**src/rtl/fft_sdf_stage_ctrl.sv**
```systemverilog
// Control for one single-path delay-feedback FFT stage: step counter, fill/run/flush
// sequencing, twiddle ROM addressing and ROM-latency-matched output flags.
module fft_sdf_stage_ctrl #(
    parameter int LOG2N   = 9,
    parameter int ROM_LAT = 1
) (
    input  logic             i_clk,
    input  logic             i_rst_n,
    input  logic             i_valid,
    input  logic             i_flush,
    output logic             o_ready,
    output logic [LOG2N-2:0] o_rom_addr,
    output logic             o_bf_sel,
    output logic             o_rot_en,
    output logic             o_out_valid,
    output logic             o_frame_done,
    output logic             o_busy
);

    localparam logic [1:0] S_IDLE  = 2'd0;
    localparam logic [1:0] S_FILL  = 2'd1;
    localparam logic [1:0] S_RUN   = 2'd2;
    localparam logic [1:0] S_FLUSH = 2'd3;

    localparam logic [LOG2N-1:0] HALF_M1 = {1'b0, {(LOG2N-1){1'b1}}};
    localparam logic [LOG2N-1:0] LAST    = {LOG2N{1'b1}};

    logic [1:0]       state, state_nxt;
    logic [LOG2N-1:0] cnt, cnt_nxt;
    logic             pend, pend_nxt;
    logic             step;

    logic [ROM_LAT:0] vld_pipe, rot_pipe, fd_pipe;

    assign o_ready = (state != S_FLUSH);
    assign o_busy  = (state != S_IDLE);
    assign step    = (i_valid && o_ready) || (state == S_FLUSH);

    always_comb begin
        state_nxt = state;
        cnt_nxt   = cnt;
        pend_nxt  = pend;
        if (((state == S_FILL) || (state == S_RUN)) && i_flush)
            pend_nxt = 1'b1;
        if (step) begin
            cnt_nxt = cnt + 1'b1;
            case (state)
                S_IDLE:  state_nxt = S_FILL;
                S_FILL:  if (cnt == HALF_M1) state_nxt = S_RUN;
                S_RUN: begin
                    // A same-cycle flush request counts as if it were already pending
                    if ((cnt == LAST) && (pend || i_flush)) begin
                        state_nxt = S_FLUSH;
                        pend_nxt  = 1'b0;
                    end
                end
                S_FLUSH: begin
                    if (cnt == HALF_M1) begin
                        state_nxt = S_IDLE;
                        cnt_nxt   = '0;
                    end
                end
                default: state_nxt = S_IDLE;
            endcase
        end
    end

    always_ff @(posedge i_clk or negedge i_rst_n) begin
        if (!i_rst_n) begin
            state <= S_IDLE;
            cnt   <= '0;
            pend  <= 1'b0;
        end else begin
            state <= state_nxt;
            cnt   <= cnt_nxt;
            pend  <= pend_nxt;
        end
    end

    // Stage-0 registers: ROM address and butterfly select hold between steps
    always_ff @(posedge i_clk or negedge i_rst_n) begin
        if (!i_rst_n) begin
            o_bf_sel   <= 1'b0;
            o_rom_addr <= '0;
        end else if (step) begin
            o_bf_sel   <= cnt[LOG2N-1];
            o_rom_addr <= cnt[LOG2N-1] ? '0 : cnt[LOG2N-2:0];
        end
    end

    // Flag pipeline keeps running across FLUSH->IDLE so in-flight outputs still emerge
    always_ff @(posedge i_clk or negedge i_rst_n) begin
        if (!i_rst_n) begin
            vld_pipe <= '0;
            rot_pipe <= '0;
            fd_pipe  <= '0;
        end else begin
            vld_pipe[0] <= step && ((state == S_RUN) || (state == S_FLUSH));
            rot_pipe[0] <= ~cnt[LOG2N-1];
            fd_pipe[0]  <= (cnt == HALF_M1);
            for (int i = ROM_LAT; i > 0; i--) begin
                vld_pipe[i] <= vld_pipe[i-1];
                rot_pipe[i] <= rot_pipe[i-1];
                fd_pipe[i]  <= fd_pipe[i-1];
            end
        end
    end

    assign o_out_valid  = vld_pipe[ROM_LAT];
    assign o_rot_en     = vld_pipe[ROM_LAT] & rot_pipe[ROM_LAT];
    assign o_frame_done = vld_pipe[ROM_LAT] & fd_pipe[ROM_LAT];

endmodule
```
**config.mk**
```make
export PLATFORM = sky130hd
export DESIGN_NAME = fft_sdf_stage_ctrl
export DESIGN_NICKNAME = d
export VERILOG_FILES = /design/src/rtl/fft_sdf_stage_ctrl.sv
export SDC_FILE = /design/constraint.sdc
export NUM_CORES = 1
export LEC_CHECK = 0
export BUFFER_PORTS_ARGS = -buffer_cell sky130_fd_sc_hd__buf_4
export CAP_MARGIN = 25
export CELL_PAD_IN_SITES_DETAIL_PLACEMENT = 1
export CELL_PAD_IN_SITES_GLOBAL_PLACEMENT = 1
export CORE_UTILIZATION = 43
export DETAILED_ROUTE_END_ITERATION = 8
export PLACE_DENSITY = 0.75
export SETUP_SLACK_MARGIN = 0.4
export SLEW_MARGIN = 10
export SYNTH_ARGS = -nofsm -noshare
export SYNTH_HDL_FRONTEND = slang
export SYNTH_SLANG_ARGS = --single-unit
```
**constraint.sdc**
```tcl
create_clock -name i_clk -period 2 [get_ports i_clk]
set_input_delay 0.6 -clock i_clk [delete_from_list [all_inputs] [get_ports i_clk]]
set_output_delay 0.6 -clock i_clk [all_outputs]
set_load 0.005 [all_outputs]
```
==> metrics list, run 1 <==
- Share of Yosys cell area claimed by the top area cell type: between 50 and 60%
- Summed over all nets, the half-perimeter wirelength after detailed placement is around 1800 um.
- The number of max-slew violations in the final report was 0.
- Worst Setup Path Type: flop to output pin
* Min-delay worst type: primary input to async pin
* Maximum vdd drop: a little under 500 uV
* Crit start category: flop
- Primary FF master, synth: dfrtp_1
- Headroom to the max-slew limit came out at between 70% and 80%.
* Hold Violations, Final: 0
- After detailed routing, the number of remaining DRC violations is 0.
- Synthesis produced a netlist with a net count of 128.
- After Yosys synthesis, XOR and XNOR cells account for ~4.3% of the synthesized area.
* Avg Vias per Cell: 5.37
- STA classifies the critical path endpoint as an output pin.
- Max-cap violations in this run came to 0.
- Most common library cell in the layout ignoring fill and taps: nand2_1
* Actual slew at the worst max-slew pin: 0.350 ns
- After synthesis, the largest family of logic cells by area is simple AND/OR/NAND/NOR gates.
* Routed wire length per instance: 15.8 um
- By area the synthesized netlist is led by dfrtp_1, nand2_1, ha_1.
- Ant diodes: 0
* # setup viols final: 0
- Worst Skew: 0.0146 ns
- 18 I/O pins were placed.
- CTS saw 27 sinks.
* Width of the chip: between 50 and 60 um
* Total number of vias: approximately 960
* Reg-to-reg setup timing slack: approximately 0.35 ns
- Wire length after detailed routing: 2830 um
- Antenna-violating nets left: 0
- CP Data Arrival Time: approximately 1.1 ns
- STA puts the critical path data required time at between 1 and 1.5 ns.
- Most frequent cells in the layout: nand2_1, dfrtp_1, buf_4, o21ai_0, nor2_1
- In this run the standard cell core region covers 0.00273 mm2.
- Setup repair after global routing could not meet its margin everywhere.
* Share of final-layout standard cells stronger than drive strength 1: ~36%
- In the global route stage, overall resource usage came out at between 10% and 20%.
* Clock tree root buffer cell: clkbuf_4
* Reg-to-Reg Start: state[0]
* Synthesis-to-finish area growth: 33.3%
- Power comes to 1.16 mW.
* Count of flip-flops with a built-in enable after synthesis: 0
- In this run the deepest clock path goes through 2 buffers.
- YS warnings: 0
* TritonCTS clock tree: built
- From bottom edge to top edge, the die measures 55.6 um.
* Cells on worst reg2reg path: 6
- H-Tree Level Count: 1
* Clock latency of the later-clocked register in the worst-skew pair: between 0.3 and 0.4 ns
- Final-layout setup total negative slack: 0 ns
- The detailed router finished its first iteration with 13 violations.
- After synthesis, the share of flip-flops with an asynchronous set or reset is 100%.
* GP Congestion: 0.826
- During placement, the flow inserted port buffers numbering 17.
- Counting every instance in the synthesized netlist gives 118.
- End of the worst register-to-register path: state[1]
* Pin count of the biggest net entering global routing: 28
* Wire length of the first global-routing pass: ~4500 um
- Initial antenna violation count: 0
* Die Footprint: about 0.0031 mm2
- The clock period could shrink to roughly 1.7 ns.
- Dividing the synthesized area by the synthesized cell count gives approximately 10 um2.
- Highest attainable clock frequency: a little under 600 MHz
- Part of the Yosys area used for sequential elements: 54.8%
- Starting density of the core: a little under half
- Static power due to leakage: about 0.74 nW
- Critical Path Fanout Max: 3
* Vias in the first global route: 927
- Hold Slack: around 0.16 ns
- The synthesized netlist occupies a cell area of 0.00123 mm2.
- Layout Nets: ~160
- Synthesized-area fraction occupied by ao, oa, aoi and oai cells: about 8.7%
- Cell Pwr Density: roughly 710 mW/mm2
- The number of hold buffers added after CTS was 0.
* Share of cell area taken by muxes after synthesis: around 2.0%
* Simple-gate portion of the synthesized area: 21.3%
- TritonCTS Buffers: 3
- Clock-pin slew was measured on the worst setup and hold paths at ~0.15 ns.
- Yosys mapped the design onto 32 distinct sky130hd cell types.
* Top cell type by total area after synthesis: dfrtp_1
- Final cycle utilization of the critical path: 86.6%
- Total overflow reported by the global router: 0
- The run finished with clean final reports.
- 1st-pass router iterations: 4
- Yosys reg bits: 27
- Row generation in the floorplan step produced 19 rows.
- Synthesized-area fraction occupied by adder cells: between 6 and 7%
worst max path at each step:
stage,from,to,slack [ns],cells after the start
6_report,state[0],o_ready,0.27,3
2_1_floorplan,state[0],state[1],0.41,4
3_3_place_gp,i_flush,state[1],0.32,5
5_1_grt,state[0],o_ready,0.22,3
3_5_place_dp,i_flush,state[1],0.28,5
4_1_cts,state[0],o_busy,0.25,4
cell usage after synthesis (all sizes together), types with 2 or more instances:
cell	number
dfrtp	27
nand2	26
o21ai	11
nor2	8
ha	6
inv	5
xnor2	5
clkbuf	3
nand3	3
a21oi	2
and2	2
nand2b	2
nand4	2
nor3	2
nor4	2
cell type report:
| type | instances | area, um2 |
|---|---|---|
| sequential | 27 | 678 |
| inverter | 6 | 27.5 |
| multi-input combinational | 82 | 611 |
| tap | 31 | 38.8 |
| fill | 300 | 1090 |
| timing repair buffer | 29 | 263 |
| clock buffer | 4 | 26.3 |
worst max-delay path: stages, from the launching register on:
cell	delay (ns)
dfrtp_2	0.48
ha_4	0.19
inv_4	0.06
buf_6	0.09
layer usage:
| layer | global-route usage [%] | vias up | wire length (um) |
|---|---|---|---|
| met3 | 3.04 | 4 | 81 |
| met2 | 29.8 | 16 | 1470 |
| li1 | - | 454 | - |
| met5 | 0 | - | 0 |
| met4 | 5.36 | 0 | 21 |
| met1 | 25.8 | 488 | 1250 |
flip-flops by register name, indices dropped and copies added (netlist names):
signal and flops:
vld_pipe 2, cnt 9, fd_pipe 2, rot_pipe 2, state 2, pend 1
o_rom_addr 8, o_bf_sel 1
power by group:
| group | switching (mW) | internal (mW) | total [mW] |
|---|---|---|---|
| sequential | 0.110 | 0.612 | 0.722 |
| clock | 0.152 | 0.0778 | 0.229 |
| combinational | 0.118 | 0.0942 | 0.212 |
| total | 0.380 | 0.784 | 1.16 |
kinds of logic (layout without fill, tap and decap cells):
family	after synthesis	after routing
muxes	2	2
buffers and inverters	9	39
AOI/OAI and AO/OA	18	18
DFF	27	27
xor gates and xnor gates	6	6
adders and majority gates	6	6
and+or+nand+nor	50	50
per-stage QoR:
stage               util [%]  cells  instance area [um2]  worst slack, ns
global route            60.1    179                 1640            0.220
global placement        51.0    164                 1400            0.319
finish                  60.1    179                 1640            0.268
floorplan                  -    118                 1230            0.408
detailed placement      51.0    164                 1400            0.283
CTS                     55.7    173                 1520            0.253
timing repair:
item                                   4_1_cts  5_1_grt
setup endpoints to repair                    7       15
resized for setup                           13       15
pin swaps                                    3        7
endpoints found under the hold margin        0        0
setup buffers                                5        6
(Power assumes the default switching activity.)
==> run 2, diff against run 1 <==
CORE_ASPECT_RATIO = 1.2   (was not set)
clock period = 1.6 ns   (was 2 ns; I/O delays follow)
==> metrics list, run 2 (same netlist as run 1, synthesis figures left out) <==
- Status: finished, violations left (was complete, no violations)
* Violations in the final reports: negative setup slack
- DP Cell Count: 174 (was 164)
- Synthesis-to-finish area growth: 64.4% (was 33.3%)
* Width of the chip: 50.9 um (was 55.6 um)
* # setup viols final: 4 (was 0)
* Final cycle utilization of the critical path: 105%
- The worst path in the final design needs a cycle of roughly 1.7 ns, including I/O delays and setup.
- The switching power as a share of total power is 38.1% (was 32.6%).
- The power per cell area was 889 mW/mm2 (was 708 mW/mm2).
- The worst supply voltage drop on vdd was 720 uV (was 489 uV).
* Worst Setup Path Type: flop to output pin (unchanged)
* Proportion of power drawn by combinational gates: 31.7% (was 18.2%)
* Initial antenna violation count: 0 (unchanged)
- The number of core rows is 20 (was 19).
- Setup repair after global routing missed its margin: yes (unchanged).
- The ratio of cells with drive above 1 in the final layout is 58.6% (was 35.8%).
- The leakage power came to 0.938 nW (was 0.737 nW).
- Critical Path Fanout Max: 5 (was 3)
- The most common cell after layout, fill and taps aside is buf_4 (was nand2_1).
- The die outline height was 60.7 um (was 55.6 um).
- The overall routing resource usage is 24.5% (was 18.5%).
* 1st-pass router iterations: 4 (unchanged)
- The number of levels in the clock H-tree came to 1 (unchanged).
- The number of endpoints with negative hold slack in the final report came to 0 (unchanged).
* Starting DRT DRC Count: 30 (was 13)
- Pin count of the biggest net entering global routing: 28 (unchanged)
- The number of max-slew violations in the final report was 0 (unchanged).
- The reg2reg setup slack came to -0.06 ns (was 0.35 ns).
* Register clock-pin slew on the reported worst setup and hold paths: 0.16 ns (was 0.15 ns)
* Layout Nets: 180 (was 159)
- Flop pwr share: 50.1% (was 62.0%)
- The post-route antenna net violation count was 0 (unchanged).
- The average via count per standard cell came to 5.69 (was 5.37).
- The final core utilization was 77.2% (was 60.1%).
- CP Data Arrival Time: 1.21 ns (was 1.13 ns)
* Max-cap violations: 0 (unchanged)
* Vias in the first global route: 1111 (was 927)
* Highest attainable clock frequency: about 590 MHz
- The endpoint type of the worst setup path was an output pin (unchanged).
- Headroom to the max-slew limit: 75.6% (was 76.7%)
- Clock group share of total power: 18.2% (was 19.7%)
- Core region area: 0.00263 mm2 (was 0.00273 mm2)
- Net switching component of the power: 0.687 mW (was 0.380 mW)
* Req. time, crit path: 1.12 ns (was 1.40 ns)
* Number of fillers in the final layout: 230 (was 300)
- Clock latency of the later-clocked register in the worst-skew pair: 0.35 ns (was 0.32 ns)
- The path depth of the worst reg2reg path came to 5 (was 6).
- Worst Skew: 0.00555 ns (was 0.0146 ns)
* Total number of vias: 1150 (was 962)
- The total internal power is 1.12 mW (was 0.784 mW).
- Wire length of the first global-routing pass: 5360 um (was 4550 um)
- The register with the highest flop count is cnt (unchanged).
* Sink count of the clock tree: 27 (unchanged)
- The total detailed-routing wirelength is 5100 um (was 2830 um).
- The count of hold buffers inserted by post-cts repair was 0 (unchanged).
- Post-layout instance count excluding filler cells: 202 (was 179)
- HPWL after detailed placement: 1890 um (was 1760 um)
- The post-route worst setup slack is -0.0877 ns (was 0.268 ns).
- The detailed-route DRC error count was 0 (unchanged).
- The aggregate global routing overflow came to 0 (unchanged).
- Registers with the highest flip-flop counts: cnt x9, o_rom_addr x8 (unchanged)
- The CTS root buffer is clkbuf_4 (unchanged).
- The TritonCTS buffer count is 3 (unchanged).
- Reg-to-Reg Start: state[1] (was state[0])
- The sum of negative setup slack was -0.228 ns (was 0 ns).
* GP Congestion: 0.726 (was 0.826)
* Count of boundary I/O pins: 18 (unchanged)
- The type of the worst min-delay path was primary input to async pin (unchanged).
- The worst-case clock buffer depth is 2 (unchanged).
- Number of flip-flops in the largest register: 9 (unchanged)
- Crit start category: flop (unchanged)
- The area enclosed by the die boundary is 0.00309 mm2 (about the same).
* Most frequent cells in the layout: buf_4, dfrtp_1, buf_6, nand2_1, nand2_4 (was nand2_1, dfrtp_1, buf_4, o21ai_0, nor2_1)
* TritonCTS clock tree: built (unchanged)
- The endpoint of the worst-slack reg-to-reg timing path was state[1] (unchanged).
- The count of input and output buffers is 17 (unchanged).
- Starting density of the core: 47.0% (was 45.1%)
- Routed wire length per instance: 25.2 um (was 15.8 um)
- Ant diodes: 0 (unchanged)
* Actual slew at the worst max-slew pin: 0.366 ns (was 0.350 ns)
-- run 2: metal layers --
metal | GRT usage, % | part of all wire, % | up-vias
li1 | - | - | 496
met1 | 27.6 | 37 | 587
met2 | 45.9 | 53 | 42
met3 | 3.01 | 3.1 | 25
met4 | 11.9 | 6.5 | 0
met5 | 0 | 0 | -
-- run 2: power by group through the flow --
stage,logic (mW),clock network (mW),registers [mW]
finish,0.571,0.328,0.904
global route,0.584,0.343,0.907
detailed placement,0.293,0,0.883
floorplan,0.165,0,0.875
global placement,0.277,0,0.874
CTS,0.440,0.315,0.862
-- run 2: worst max-delay path, cell delays in order (launching register included) --
cell and delay (ns):
dfrtp_2 0.48, ha_4 0.22, inv_4 0.07, buf_6 0.09
-- run 2: per-stage QoR --
stage / total power, mW / hold slack (ns) / cell area, um2 / worst slack [ns]
finish: 1.80 / 0.0168 / 2030 / -0.0877
detailed placement: 1.18 / 0.336 / 1470 / 0.0173
floorplan: 1.04 / 0.184 / 1250 / 0.119
global route: 1.83 / 0.0391 / 2030 / -0.106
CTS: 1.62 / 0.0372 / 1790 / -0.0567
global placement: 1.15 / 0.332 / 1470 / 0.0438
-- run 2: how the worst max path moves through the flow --
stage / start / to / slack (ns) / cells past startpoint
after global routing: state[0] / o_ready / -0.11 / 3
final: state[0] / o_ready / -0.09 / 3
after detailed placement: state[1] / state[1] / 0.02 / 5
after floorplan: state[1] / state[1] / 0.12 / 5
after CTS: state[1] / o_busy / -0.06 / 4
after global placement: i_flush / state[1] / 0.04 / 5
-- run 2: timing repair --
action / 4_1_cts / 5_1_grt
gates cloned: 0 / 1
pin swaps: 22 / 29
gates resized for setup: 55 / 35
endpoints found under the setup margin: 36 / 36
endpoints found under the hold margin: 0 / 0
setup buffers: 14 / 9
-- run 2: cell type report --
type                       count  area, um2  share of cell area, %
multi-input combinational     82        758                   37.4
sequential                    27        679                   33.5
timing repair buffer          50        492                   24.2
tap                           33       41.3                   2.04
inverter                       6       31.3                   1.54
clock buffer                   4       26.3                   1.30
